### src/rtl/lsu_pkg.sv
// Shared definitions for the load/store unit: RV32I size/sign encodings,
// controller states and the byte-enable / legality helpers.
package lsu_pkg;

    // funct3 encodings; stores reuse the B/H/W codes
    localparam logic [2:0] F3_B  = 3'b000;
    localparam logic [2:0] F3_H  = 3'b001;
    localparam logic [2:0] F3_W  = 3'b010;
    localparam logic [2:0] F3_BU = 3'b100;
    localparam logic [2:0] F3_HU = 3'b101;

    typedef enum logic [1:0] {
        IDLE = 2'd0,
        REQ  = 2'd1,
        WAIT = 2'd2,
        RESP = 2'd3
    } lsu_state_t;

    // Byte enables from access size (funct3[1:0]) and the low address bits.
    // Half accesses only look at addr[1], so a misaligned half wraps down.
    function automatic logic [3:0] lsu_be(input logic [2:0] funct3, input logic [1:0] addr_lo);
        logic [3:0] be;
        case (funct3[1:0])
            2'b00:   be = 4'b0001 << addr_lo;
            2'b01:   be = 4'b0011 << {addr_lo[1], 1'b0};
            default: be = 4'b1111;
        endcase
        return be;
    endfunction

    // Loads accept B/H/W/BU/HU, stores only B/H/W.
    function automatic logic lsu_f3_legal(input logic we, input logic [2:0] funct3);
        logic ok;
        ok = (funct3 == F3_B) || (funct3 == F3_H) || (funct3 == F3_W);
        if (!we) begin
            ok = ok || (funct3 == F3_BU) || (funct3 == F3_HU);
        end
        return ok;
    endfunction

    // Half needs addr[0] clear, word needs addr[1:0] clear.
    function automatic logic lsu_misaligned(input logic [2:0] funct3, input logic [1:0] addr_lo);
        logic bad;
        case (funct3[1:0])
            2'b01:   bad = addr_lo[0];
            2'b10:   bad = (addr_lo != 2'b00);
            default: bad = 1'b0;
        endcase
        return bad;
    endfunction

endpackage

### src/rtl/lsu_load_align.sv
// Load data formatter: selects the addressed byte/half from a memory word
// and sign- or zero-extends it according to funct3. Purely combinational.
module lsu_load_align
    import lsu_pkg::*;
(
    input  logic [31:0] rdata,
    input  logic [1:0]  addr,
    input  logic [2:0]  funct3,
    output logic [31:0] data_out
);

    logic [31:0] byte_shift;
    logic [31:0] half_shift;

    assign byte_shift = rdata >> {addr, 3'b000};
    assign half_shift = rdata >> {addr[1], 4'b0000};

    // Extend the selected field; LW (and anything else) passes the word through
    always_comb begin
        case (funct3)
            F3_B:    data_out = {{24{byte_shift[7]}}, byte_shift[7:0]};
            F3_BU:   data_out = {24'h0, byte_shift[7:0]};
            F3_H:    data_out = {{16{half_shift[15]}}, half_shift[15:0]};
            F3_HU:   data_out = {16'h0, half_shift[15:0]};
            default: data_out = rdata;
        endcase
    end

endmodule

### src/rtl/load_store_unit.sv
// MEM-stage load/store controller. One transaction at a time:
// IDLE -> REQ -> (WAIT) -> RESP, with illegal accesses going IDLE -> RESP.
// Optional build macro LSU_MISALIGN_TRAP_EN turns misaligned half/word
// accesses into error responses instead of silently aligning them down.
module load_store_unit
    import lsu_pkg::*;
#(
    parameter int ADDR_W = 32,
    parameter int DATA_W = 32
)
(
    input  logic              i_clk,
    input  logic              i_rst_n,
    input  logic              i_req_valid,
    input  logic              i_req_we,
    input  logic [2:0]        i_req_funct3,
    input  logic [ADDR_W-1:0] i_req_addr,
    input  logic [DATA_W-1:0] i_req_wdata,
    output logic              o_req_ready,
    output logic              o_rsp_valid,
    output logic [DATA_W-1:0] o_rsp_rdata,
    output logic              o_rsp_err,
    output logic              o_mem_valid,
    output logic              o_mem_we,
    output logic [3:0]        o_mem_be,
    output logic [ADDR_W-1:0] o_mem_addr,
    output logic [DATA_W-1:0] o_mem_wdata,
    input  logic              i_mem_ready,
    input  logic              i_mem_rvalid,
    input  logic [DATA_W-1:0] i_mem_rdata
);

    lsu_state_t        state_reg;
    logic              we_reg;
    logic [2:0]        funct3_reg;
    logic [ADDR_W-1:0] addr_reg;
    logic [3:0]        mem_be_reg;
    logic [DATA_W-1:0] mem_wdata_reg;
    logic [DATA_W-1:0] rsp_rdata_reg;
    logic              rsp_err_reg;

    logic              req_bad;
    logic [DATA_W-1:0] wdata_repl;
    logic [DATA_W-1:0] load_fmt;

`ifdef LSU_MISALIGN_TRAP_EN
    assign req_bad = !lsu_f3_legal(i_req_we, i_req_funct3)
                   || lsu_misaligned(i_req_funct3, i_req_addr[1:0]);
`else
    assign req_bad = !lsu_f3_legal(i_req_we, i_req_funct3);
`endif

    // Replicate store data across lanes so the memory only needs the enables
    genvar gi;
    generate
        for (gi = 0; gi < 4; gi++) begin : g_lane
            assign wdata_repl[8*gi +: 8] =
                (i_req_funct3[1:0] == 2'b00) ? i_req_wdata[7:0] :
                (i_req_funct3[1:0] == 2'b01) ? i_req_wdata[8*(gi%2) +: 8] :
                                               i_req_wdata[8*gi +: 8];
        end
    endgenerate

    lsu_load_align u_align (
        .rdata    (i_mem_rdata),
        .addr     (addr_reg[1:0]),
        .funct3   (funct3_reg),
        .data_out (load_fmt)
    );

    // Transaction FSM; all memory-side and response outputs come from these registers
    always_ff @(posedge i_clk or negedge i_rst_n) begin
        if (!i_rst_n) begin
            state_reg     <= IDLE;
            we_reg        <= 1'b0;
            funct3_reg    <= 3'b000;
            addr_reg      <= '0;
            mem_be_reg    <= 4'b0000;
            mem_wdata_reg <= '0;
            rsp_rdata_reg <= '0;
            rsp_err_reg   <= 1'b0;
        end else begin
            case (state_reg)
                IDLE: begin
                    if (i_req_valid) begin
                        we_reg        <= i_req_we;
                        funct3_reg    <= i_req_funct3;
                        addr_reg      <= i_req_addr;
                        rsp_rdata_reg <= '0;
                        if (req_bad) begin
                            // No memory access; answer with an error next cycle
                            rsp_err_reg <= 1'b1;
                            state_reg   <= RESP;
                        end else begin
                            mem_be_reg    <= lsu_be(i_req_funct3, i_req_addr[1:0]);
                            mem_wdata_reg <= wdata_repl;
                            state_reg     <= REQ;
                        end
                    end
                end
                REQ: begin
                    if (i_mem_ready) begin
                        state_reg <= we_reg ? RESP : WAIT;
                    end
                end
                WAIT: begin
                    if (i_mem_rvalid) begin
                        rsp_rdata_reg <= load_fmt;
                        state_reg     <= RESP;
                    end
                end
                RESP: begin
                    rsp_rdata_reg <= '0;
                    rsp_err_reg   <= 1'b0;
                    state_reg     <= IDLE;
                end
                default: state_reg <= IDLE;
            endcase
        end
    end

    assign o_req_ready = (state_reg == IDLE);
    assign o_mem_valid = (state_reg == REQ);
    assign o_rsp_valid = (state_reg == RESP);
    assign o_rsp_rdata = rsp_rdata_reg;
    assign o_rsp_err   = rsp_err_reg;
    assign o_mem_we    = we_reg;
    assign o_mem_be    = mem_be_reg;
    assign o_mem_addr  = {addr_reg[ADDR_W-1:2], 2'b00};
    assign o_mem_wdata = mem_wdata_reg;

endmodule
### config.mk
export PLATFORM = sky130hd
export DESIGN_NAME = load_store_unit
export DESIGN_NICKNAME = d
export VERILOG_FILES = /design/src/rtl/lsu_pkg.sv /design/src/rtl/lsu_load_align.sv /design/src/rtl/load_store_unit.sv
export SDC_FILE = /design/constraint.sdc
export NUM_CORES = 1
export LEC_CHECK = 0
export CORE_MARGIN = 5
export CORE_UTILIZATION = 44
export DETAILED_ROUTE_END_ITERATION = 8
export PLACE_DENSITY = 0.82
export REMOVE_ABC_BUFFERS = 1
export SYNTH_ARGS = -nofsm -noshare
export SYNTH_HDL_FRONTEND = slang
export SYNTH_SLANG_ARGS = --single-unit
### constraint.sdc
create_clock -name i_clk -period 2.7 [get_ports i_clk]
set_clock_uncertainty 0.1 [all_clocks]
set_input_delay 0.54 -clock i_clk [delete_from_list [all_inputs] [get_ports i_clk]]
set_output_delay 0.54 -clock i_clk [all_outputs]
set_load 0.01 [all_outputs]
# Word level (Yosys, flattened, before mapping)
# Index checks and enable logic that the tools add are counted.
# totals
output_inout_bits	105
register_bits	107
in_bits	105
# classes
shift	4
n_eq_ne	15
muxes	20
reduce_logical	15
# op_table
operator	n
$pmux 32 s4	1
$pmux 32 s3	1
$mux 32	2
$mux 8	5
$shr 32x5->16	1
$shr 32x5->8	1
$eq 3x3->1 const B	4
$reduce_and 3->1	4
$mux 2	4
$pmux 2 s4	1
$pmux 4 s2	1
$eq 3x1->1 const B	2
$logic_not 3->1	2
$ne 2x2->1 const B	3
$eq 2x1->1 const B	2
$eq 2x2->1 const B	2
$logic_not 2->1	2
$logic_or 1x1->1	4
$mux 1	4
$shl 1x2->4 const A	1
$shl 2x2->4 const A	1
$eq 3x2->1 const B	1
$reduce_bool 3->1	1
$ne 2x1->1 const B	1
other kinds (3)	3

# Longest topological paths before layout
# logic_depth
word_depth	9
depth_mapped	7

# Cells and area by module
# Synthesis repeated with hierarchy kept, for this count alone.
# hier_totals
hier_cells	516
hier_area_um2	5728.0
# by_module_without_submodules
mod	seq_area_each_um2	cells_per_inst	n_inst	area_each_um2
load_store_unit	2677.6	407	1	5099.9
lsu_load_align	0.0	109	1	628.1

# Worst setup path after synthesis
# No wires, ideal clock.
# synth_path
path_kind	reg2reg
startpoint	reg state_reg[0]
endpoint	reg rsp_rdata_reg[21], in the netlist o_rsp_rdata[21]
synth_period_minus_slack_ps	1983
path_stages_with_launch	8
arrival_time_ps	1808
path_buffers	1
path_slack_ps	717
t_required_ps	2525
cell_sequence	dfrtp_1 inv_1 ha_1 nor2b_1 nor3_2 o21ai_4 buf_6 o2bb2ai_2
# synth_between
elab_chain_len	3
# synth_lines
element	line_no	source
from (decl)	load_store_unit.sv:33	lsu_state_t state_reg;
from (signal assigned)	load_store_unit.sv:103	state_reg <= we_reg ? RESP : WAIT;
$logic_not 2->1 (*)	-	
via o_req_ready	load_store_unit.sv:19	output logic o_req_ready,
$ne 2x2->1 (no line) / $reduce_bool 3->1 (equally long branches)	-	
$reduce_and 3->1 (no line)	-	
to (signal assigned)	load_store_unit.sv:108	rsp_rdata_reg <= load_fmt;
to (decl)	load_store_unit.sv:39	logic [DATA_W-1:0] rsp_rdata_reg;
# The timed path passes the listed nets; every way through them passes the cells marked *.
# A chain may end at the register's enable or synchronous reset.

# Worst setup path in the final report
# layout_path
startpoint	reg state_reg[1]
endpoint	out o_req_ready
# layout_between
elab_chain_len	1
# layout_lines
element	line_no	source
$logic_not 2->1	load_store_unit.sv:122	assign o_req_ready = (state_reg == IDLE);
to (decl)	load_store_unit.sv:19	
# Every way passes these cells.

==> reports/qor.txt <==
switching part of the total - 0.350
CP Capture Type - output port
IR drop worst, VDD - 519 uV
clk root buf - clkbuf_16
synthesized cell area - 5240 sq um
CTS Hold Buffers Added - 0
number of core rows - 39
ranking of synthesized cells by area - dfrtp_1 (51%), mux2_2 (9.9%), mux2i_1 (5.0%), buf_4 (4.6%), nand2_1 (3.4%)
final hold slack - 77.8 ps
Post-Syn Instances - 460
Post-synth ARST share - 1.00
Netlist cell types - 41
Yosys reg bits - 107
EDFF count, synth - 0
Power per Cell Area - 1050 nW/um^2
Fill cells - 895
WP data required - 2060 ps
Finished Core Util - 0.657
P&R area growth vs syn - 44.5%
Slew Limit Headroom - 0.606
CTS buffer count - 9
fin. max-slew vios - 0
clk_lat worst skew - 340 ps
via count - 4,073
IO Port Bufs - 207
period utilisation layout - 0.889
Cell Chain, Critical Path - inv_1 -> ha_1 -> clkdlybuf4s50_1
top_reg_cell synth - dfrtp_1
Via density - 5.22
global router's overall resource usage - 0.201
Max Root-Sink Buffers - 2
clock power share - 0.157
final setup fails - 0
Hold WC Path Type - in -> async
sequential share of the synthesized area - 0.511
remaining global-route overflow - 0
postcts setup bufs - 0
Clock Sinks - 107
Core Region - 11,500 sq um
sequential share of power - 0.353
Final #Nets - 744
first-pass GRT wire length - 22,900 um
layout cell share with drive strength beyond 1 - 0.143
routability cong. - 0.857
Residual DRC - 0
most numerous cell in the Yosys netlist - dfrtp_1
post-detail-place hpwl - 11,300 um
clk slew on worst S/H paths - 80 ps
leakage - 3.30 nW
die area - 14,200 sq um
Final Hold Violating Endpoints - 0
# H-tree levels - 3
status - completed
WL met2 - 6730 um
sw power - 2.79 mW
vias in the first global route - 4,371
crit-path max FO - 6
slowest stage cell on the critical path - clkdlybuf4s50_1
wire per inst - 18.5 um
Mean Syn Cell Area - 11.4 sq um
data arrival time of the worst path - 1760 ps
maxcap violations - 0
DIE WIDTH - 119 um
top sig layer - met4
final wirelength - 14,400 um
r2r worst-path depth - 6
ANT cells - 0
PostCTS Resize Cnt - 0
Top Ports - 210
Yosys top cell area share - 0.511
Initial Util - 0.455
Routed Antenna Nets - 0
Yosys warning total - 0
met1 WL - 5960 um
First-pass DRT Iterations - 4
startpoint types - flip-flop
Iteration-0 DRC Markers - 219
CP Class - reg -> out
initial antenna violation count - 0
Met3 Wirelength - 1520 um
measured slew at the worst slew-check pin - 591 ps
most frequent cells after synthesis - dfrtp_1 (107), nand2_1 (47), mux2_2 (46)
minimum clock period - 2400 ps
Synth area leader - dfrtp_1
Max stage delay on crit path - 580 ps
Gate power share - 0.490
Internal - 5.18 mW
CTS tree - yes
largest net degree at the start of global routing - 65
max frequency - 417 MHz
RSZ-0062 raised after global routing - no
Die H - 119 um
==> layout by cell type, fill, tap and decap left out, types with 4 or more instances in the layout <==
cell type	instances
a21o_1	8
inv_1	14
a211oi_1	7
buf_12	4
mux2_1	4
dfrtp_1	107
o21ai_0	9
a32o_1	9
o32ai_1	6
o2bb2ai_1	8
mux2i_1	26
clkdlybuf4s50_1	206
nand2b_1	12
ha_1	5
o21ai_1	22
a21oi_1	15
nand2_1	46
clkbuf_16	9
nor2_1	10
o2bb2ai_2	10
nor2b_1	18
buf_4	10
mux2_2	46
==> critical path, delay by kind of cell (launching register included) <==
kind | cells | cell delay (ps)
buffers and inverters | 2 | 730
adders and majority gates | 1 | 300
DFF | 1 | 400
==> metrics by stage <==
step           instance area [sq um]  total power, mW  setup WS (ps)  setup TNS [ps]  cells
3_5_place_dp                    7290             6.77            225               0    766
4_1_cts                         7570             8.04            283               0    781
3_3_place_gp                    7290             6.64            264               0    766
2_1_floorplan                   4890             4.57           -440           -7150    403
5_1_grt                         7570             8.46            219               0    781
6_report                        7570             7.97            301               0    781
==> cell families after synthesis <==
logic type | Yosys count | synth area share
AND/OR/NAND/NOR | 95 | 0.0868
adder cells (fa/ha/maj) | 5 | 0.0120
AO/OA/AOI/OAI | 103 | 0.151
flip-flops | 107 | 0.511
other | 1 | 0.000716
buffers and inverters | 72 | 0.0767
multiplexers | 77 | 0.162
==> power groups by stage <==
stage | logic, mW | registers [mW] | clock network, mW
after floorplan | 1.43 | 3.14 | 0
after global placement | 3.84 | 2.80 | 0
after detailed placement | 3.93 | 2.84 | 0
after CTS | 3.95 | 2.82 | 1.27
after global routing | 4.20 | 2.91 | 1.35
final | 3.91 | 2.81 | 1.25
==> final cells by class <==
cell class	count	area, sq um	share of cell area
multi-input combinational	282	2160	0.286
clock inverter	5	38.8	0.00513
clock buffer	10	239	0.0316
tap	143	179	0.0236
timing repair buffer	220	2220	0.293
sequential	107	2680	0.354
inverter	14	52.6	0.00695
==> path summary, 6_finish.rpt <==
kind	slack, ps	start	end
setup reg to reg	640	state_reg[0]	o_rsp_rdata[7]
hold / removal	80	i_rst_n	addr_reg[5]
setup / recovery	300	state_reg[1]	o_req_ready
max in group asynchronous	1750	i_rst_n	o_rsp_rdata[0]
hold reg to reg	380	o_rsp_rdata[5]	o_rsp_rdata[5]
min in group i_clk	380	o_rsp_rdata[5]	o_rsp_rdata[5]
==> metal layers <==
layer / GRT usage / vias up
met5: 0 / -
met4: 0.0514 / 0
met3: 0.0967 / 17
met2: 0.320 / 181
met1: 0.247 / 1935
li1: - / 1940
No activity file was read; power rests on OpenSTA's default activity.
